**src/rtl/pixel_besleyici.sv**
```systemverilog
// pixel_besleyici: streams a stored image from the image SRAM into the task unit.
// A command starts the job: one start strobe, then a raster-order SRAM read sweep
// with optional idle gaps between rows. Pixels emerge two cycles after each read.
module pixel_besleyici #(
  parameter int GENISLIK  = 128,
  parameter int YUKSEKLIK = 128,
  parameter int ADR_BIT   = 14,
  parameter int ARA       = 2,
  parameter int PIXEL_BIT = 8,
  parameter int GRV_BIT   = 3
) (
  input  logic                 clk_i,
  input  logic                 rstn_i,
  input  logic                 komut_gecerli_i,
  input  logic [GRV_BIT-1:0]   komut_gorev_i,
  output logic                 komut_hazir_o,
  input  logic                 durdur_i,
  output logic                 mem_csb_o,
  output logic [ADR_BIT-1:0]   mem_adr_o,
  input  logic [PIXEL_BIT-1:0] mem_veri_i,
  output logic                 basla_o,
  output logic [GRV_BIT-1:0]   gorev_o,
  output logic                 etkin_o,
  output logic [PIXEL_BIT-1:0] pixel_o,
  output logic                 bitti_o
);

  localparam int CW = (GENISLIK  > 1) ? $clog2(GENISLIK)  : 1;
  localparam int RW = (YUKSEKLIK > 1) ? $clog2(YUKSEKLIK) : 1;
  localparam int GW = (ARA       > 1) ? $clog2(ARA)       : 1;
  localparam logic [CW-1:0] SUTUN_SON = CW'(GENISLIK - 1);
  localparam logic [RW-1:0] SATIR_SON = RW'(YUKSEKLIK - 1);
  // Gap counter counts down to zero, so it is loaded with ARA-1.
  localparam logic [GW-1:0] ARA_YUK   = GW'((ARA > 0) ? ARA - 1 : 0);

  typedef enum logic [2:0] {S_BOSTA, S_BASLA, S_OKU, S_ARA, S_SON} durum_t;

  durum_t              durum, durum_d;
  logic [CW-1:0]       sutun;
  logic [RW-1:0]       satir;
  logic [ADR_BIT-1:0]  adr;
  logic [GW-1:0]       ara_say;
  // [0]: read issued last cycle (data on mem_veri_i now); [1]: pixel_o valid.
  logic [1:0]          vld_pipe;
  logic                oku;
  logic                kabul;
  logic                sutun_son;
  logic                satir_son;

  assign kabul     = komut_gecerli_i && (durum == S_BOSTA);
  assign sutun_son = (sutun == SUTUN_SON);
  assign satir_son = (satir == SATIR_SON);

  assign mem_csb_o = ~oku;
  assign mem_adr_o = adr;
  assign etkin_o   = vld_pipe[1];

  // State register.
  always_ff @(posedge clk_i or negedge rstn_i) begin
    if (!rstn_i) durum <= S_BOSTA;
    else         durum <= durum_d;
  end

  // Next-state and per-state outputs; reads are blocked combinationally by pause.
  always_comb begin
    durum_d       = durum;
    oku           = 1'b0;
    basla_o       = 1'b0;
    komut_hazir_o = 1'b0;
    bitti_o       = 1'b0;
    case (durum)
      S_BOSTA: begin
        komut_hazir_o = 1'b1;
        if (komut_gecerli_i) durum_d = S_BASLA;
      end
      S_BASLA: begin
        basla_o = 1'b1;
        durum_d = S_OKU;
      end
      S_OKU: begin
        if (!durdur_i) begin
          oku = 1'b1;
          if (sutun_son) begin
            if (satir_son)    durum_d = S_SON;
            else if (ARA > 0) durum_d = S_ARA;
            else              durum_d = S_OKU;
          end
        end
      end
      S_ARA: begin
        if (ara_say == '0) durum_d = S_OKU;
      end
      S_SON: begin
        // Last pixel is on the output and nothing is behind it.
        if (vld_pipe[1] && !vld_pipe[0]) begin
          bitti_o = 1'b1;
          durum_d = S_BOSTA;
        end
      end
      default: durum_d = S_BOSTA;
    endcase
  end

  // Job setup, raster counters and row-gap down-counter.
  always_ff @(posedge clk_i or negedge rstn_i) begin
    if (!rstn_i) begin
      sutun   <= '0;
      satir   <= '0;
      adr     <= '0;
      ara_say <= '0;
      gorev_o <= '0;
    end else begin
      if (kabul) begin
        sutun   <= '0;
        satir   <= '0;
        adr     <= '0;
        gorev_o <= komut_gorev_i;
      end
      if (oku) begin
        adr <= adr + 1'b1;
        if (sutun_son) begin
          sutun   <= '0;
          satir   <= satir + 1'b1;
          ara_say <= ARA_YUK;
        end else begin
          sutun <= sutun + 1'b1;
        end
      end else if (durum == S_ARA && ara_say != '0) begin
        ara_say <= ara_say - 1'b1;
      end
    end
  end

  // Read-tracking shift register and pixel capture; pixel_o holds when idle.
  always_ff @(posedge clk_i or negedge rstn_i) begin
    if (!rstn_i) begin
      vld_pipe <= '0;
      pixel_o  <= '0;
    end else begin
      vld_pipe <= {vld_pipe[0], oku};
      if (vld_pipe[0]) pixel_o <= mem_veri_i;
    end
  end

endmodule
```
**config.mk**
```make
export PLATFORM = sky130hd
export DESIGN_NAME = pixel_besleyici
export DESIGN_NICKNAME = d
export VERILOG_FILES = /design/src/rtl/pixel_besleyici.sv
export SDC_FILE = /design/constraint.sdc
export NUM_CORES = 1
export LEC_CHECK = 0
export CAP_MARGIN = 40
export CORE_AREA = 4 4 63 76
export DETAILED_ROUTE_END_ITERATION = 10
export DIE_AREA = 0 0 67 80
export PLACE_DENSITY = 0.86
export RECOVER_POWER = 100
export SETUP_SLACK_MARGIN = 0.02
export SYNTH_ARGS = -nofsm -noshare
export SYNTH_HDL_FRONTEND = slang
export SYNTH_SLANG_ARGS = --single-unit
```
**constraint.sdc**
```tcl
create_clock -name clk_i -period 4.8 [get_ports clk_i]
set_clock_uncertainty 0.05 [all_clocks]
set_input_delay 0.48 -clock clk_i [delete_from_list [all_inputs] [get_ports clk_i]]
set_output_delay 0.48 -clock clk_i [all_outputs]
set_load 0.1 [all_outputs]
```
* After elaboration in Yosys (flattened, before gate mapping)
Index checks and enable logic that the tools add are counted.
** Word-level totals
- Bits in registers :: 45
- Latch bits :: 0
- Memory bits (writable) :: 0
- ROM bits :: 0
- Input bits :: 15
- Output and inout port bits :: 30
- Memories :: 0
** Operators by class
- Add/subtract/negate cells :: 4
- $mul :: 0
- Div/mod/pow operators :: 0
- Order comparisons :: 0
- Eq/ne operators :: 12
- Shift operators :: 0
- Muxes and demuxes :: 24
- Bitwise logic cells :: 1
- Reduce and logical (&&, ||, !) cells :: 9
** Operators by type and width (number)
- $mux 7 :: 6
- $mux 14 :: 2
- $mux 3 :: 6
- $pmux 3 s5 :: 1
- $add 14x1->14 const B :: 1
- $add 7x1->7 const B :: 2
- $eq 7x7->1 const B :: 2
- $ne 2x2->1 const B :: 5
- $mux 1 :: 9
- $eq 3x2->1 const B :: 2
- $reduce_and 5->1 :: 1
- $reduce_bool 2->1 :: 2
- $eq 3x1->1 const B :: 1
- $eq 3x3->1 const B :: 1
- $logic_and 1x1->1 :: 3
- $logic_not 3->1 :: 1
- $ne 2x1->1 const B :: 1
- $reduce_and 2->1 :: 1
- $logic_not 1->1 :: 1
- $not 1->1 :: 1
- $sub 1x1->1 const B :: 1

* Longest topological paths before layout
- Word-level depth :: 5
- Mapped depth :: 8

* Worst setup path before layout
Ideal clock, no wire load.
- Path type :: register to register
- Start point :: register durum[2]
- End point :: register adr[4], in the netlist mem_adr_o[4]
- Library setup time :: 166 ps
- Data arrival time :: 3547 ps
- Data required time :: 4584 ps
- Setup slack :: 1038 ps
- Stages on the path, launching flop included :: 7
- Buffers on the path :: 2
- Period minus slack after synthesis :: 3762 ps
- Cell sequence :: dfrtp_1 clkbuf_1 nor3_1 nand2_1 clkbuf_1 nand3_1 o21ai_0
** Between the ends
- Cells in the longest elaborated chain, start to end :: 3
- Elaborated cells on any way between the ends :: 6
- Classes of those cells :: eq/ne (1); mux (2); reduce/logical (3)
** Ends and longest elaborated chain
- start, declared :: RTL line 38 : durum_t durum, durum_d;
- start signal, assigned :: RTL line 61 : else durum <= durum_d;
- $eq 3x2->1 / $logic_not 3->1 (equally long branches) :: RTL line 71, 50
- $mux 1 / $logic_and 1x1->1 (equally long branches) :: RTL line 71, 50
- $mux 14 / $reduce_bool 2->1 (equally long branches)
- end signal, assigned :: RTL line 120 : adr <= adr + 1'b1;
- end, declared :: RTL line 41 : logic [ADR_BIT-1:0] adr;
Several ways; a longest one is shown, not always the timed one.
A chain may end at the register's enable or synchronous reset.

* Final worst setup path
- Start point :: input durdur_i
- End point :: register satir[6]
** Between the ends
- Cells in the longest elaborated chain, start to end :: 3
** Ends and longest elaborated chain
- start, declared :: RTL line 17 : input logic durdur_i,
- $mux 1 :: RTL line 81 : if (!durdur_i) begin
- $mux 1 :: RTL line 71 : case (durum)
- $mux 7 :: RTL line 119 : if (oku) begin
- end signal, assigned :: RTL line 123 : satir <= satir + 1'b1;
- end, declared :: RTL line 40 : logic [RW-1:0] satir;
Every way passes these cells.

==> flow_metrics.tcl <==
set metrics [dict create \
    yosys.cell_count.top_type "dfrtp_1" \
    setup_tns_ns 0 \
    fin_crit_sh 0.710 \
    clockBufferDepth 2 \
    clkSinkCount 45 \
    synth_area_leaders "dfrtp_1 53%, nand2_1 5.0%, mux2_2 4.8%, o21ai_0 4.0%, mux2i_1 3.3%" \
    synthArstFlopShare 1.00 \
    finalMaxSlewViolations 30 \
    p_leak_nw 1.23 \
    synthesis.area_sq_um 2110 \
    antenna_found_initial 0 \
    routed_wl_mm 5.23 \
    worstSkewPairLatency_ns 0.29 \
    io_buffers 44 \
    dp_hpwl_mm 4.01 \
    cts_root_buf "clkbuf_8" \
    yosys_register_bits 45 \
    violations "max-capacitance violations, max-slew violations" \
    wl_per_cell_microns 15.7 \
    arrival_ns 3.57 \
    initial_utilization 0.532 \
    maxCapViolations 1 \
    yosys-top-cells-count "45 x dfrtp_1, 28 x nand2_1, 17 x o21ai_0" \
    antenna_cells 0 \
    grt_first_pass_wirelength_mm 8.89 \
    rsz0062_at_grt "no" \
    grt_pass1_vias 1925 \
    rows 25 \
    outcome "complete, but fails checks" \
    die_w_microns 67 \
    track_usage 0.221 \
    syn-num-nets 223 \
    gp_congestion 0.797 \
    gr-total-overflow 0 \
    via_per_inst 5.62 \
    crit_path_end_kind "register" \
    cts_tree "yes" \
    numCtsBuffers 5 \
    yosysWarnings 0 \
    worstSetupPathType "in -> reg" \
    setup_ws_ns 1.39 \
    remaining_drc_errors 0 \
    yosys.cell_types.count 41 \
    hold_class "in -> async" \
    nFillCells 308 \
    synthCells 205 \
    syn2layout_area_growth_pct 35.0 \
    crit_path_max_fanout 16 \
    timing.fmax_mhz 294 \
    die-area_sq_um 5360 \
    ant_nets 0 \
    slew-limit-headroom -0.00626 \
    dr.pass1.iters 4 \
    grt_max_degree 30 \
    cp-start-kind "primary input" \
    fin_util 0.719 \
    hold_violations 0 \
    ys_seq_area_frac 0.533 \
    cts_max_level 2 \
    yosys.area.top_type "dfrtp_1" \
    place_ws_ns 1.76 \
    worst_pin_slew_ns 1.51 \
    drive_gt1_frac 0.0968 \
    crit_required_ns 4.97 \
    clkTransAtPathRegs_ns 0.08 \
    cts_hold_buf 0 \
    avgSynthCellArea_sq_um 10.3 \
    drtIter0Drc 83 \
    yosys_most_used_dff "dfrtp_1" \
    fin_crit_ns 3.41 \
    hold-worst-slack_ns 0.249 \
    cts_setup_buffers 0 \
    io-pin-count 45 \
    fin_nets 296 \
    die_h_microns 80 \
    routed-via-count 1872 \
    ir_drop_uv 426 \
    synth_edf_count 0 \
    power_density_nw_per_um2 528 \
    setup_viol 0 \
    synth.top_cell.area_share 0.533 \
    coreArea_sq_um 3970 \
    post_cts_resized 0 \
]
-- final cells by class --
type | instances | area (sq um) | share of cell area
inverters | 6 | 23.8 | 0.00833
flip-flops and latches | 45 | 1130 | 0.394
multi-input cells | 144 | 895 | 0.313
clock buffers | 8 | 80.1 | 0.0280
repair buffers | 76 | 663 | 0.232
well taps | 54 | 67.6 | 0.0237
-- worst max-delay path, stage by stage --
cell,delay (ns)
dlygate4sd3_1,0.57
or4b_1,0.74
clkinvlp_2,0.45
nand4_1,0.51
or4_1,0.65
a21oi_1,0.17
-- registers in the layout, summed over array words and instances, names as in the netlist --
name       flops
vld_pipe       2
ara_say        1
durum          3
pixel_o        8
sutun          7
mem_adr_o     14
gorev_o        3
satir          7
-- cell usage in the layout, fill, tap and decap left out, types with 4 or more instances in the layout --
cell and count:
inv_1 5, clkbuf_1 29, clkbuf_8 5, nand4_1 5
mux2i_1 7, nand2_1 28, a21oi_1 8, clkdlybuf4s50_1 36
dfrtp_1 45, mux2_2 9, a31oi_1 6, nand3_1 11
o21ai_0 17, nor3_1 4, dlygate4sd3_1 7, and3_1 4
nor2_1 11
-- through the flow --
| step | cell area (sq um) | total power, mW | instances |
|---|---|---|---|
| 2_1_floorplan | 2110 | 1.04 | 205 |
| 4_1_cts | 3160 | 1.65 | 333 |
| 5_1_grt | 2860 | 1.58 | 333 |
| 3_3_place_gp | 2570 | 1.19 | 293 |
| 6_report | 2860 | 1.51 | 333 |
| 3_5_place_dp | 3080 | 1.42 | 325 |
-- metal layers --
metal	GRT usage	share of wire	routed length, microns
met5	0	0	0
met4	0.0933	0.020	104
met3	0.0521	0.059	310
met2	0.390	0.53	2790
met1	0.248	0.39	2030
-- report_power, final --
part | total [mW] | switching (mW) | internal (mW) | leakage (nW)
logic | 0.757 | 0.533 | 0.224 | 0.607
registers | 0.525 | 0.0717 | 0.453 | 0.584
clock network | 0.224 | 0.121 | 0.104 | 0.0395
-- final timing paths --
check                      depth (start not counted)        from  slack [ns]            to
hold / removal                                     1      rstn_i        0.25  mem_adr_o[6]
max in group asynchronous                          2      rstn_i        2.56      satir[1]
setup reg to reg                                   5    durum[0]        1.60      satir[6]
min in group clk_i                                 2  gorev_o[2]        0.44    gorev_o[2]
hold reg to reg                                    2  gorev_o[2]        0.44    gorev_o[2]
setup / recovery                                   6    durdur_i        1.39      satir[6]
-- cells by family after synthesis --
group,synth area share
adder cells (fa/ha/maj),0.0178
multiplexers,0.0811
AO/OA/AOI/OAI,0.122
flip-flops,0.533
buffers and inverters,0.0343
AND/OR/NAND/NOR,0.208
XOR/XNOR,0.00414
Power figures use the tool's default switching activity.
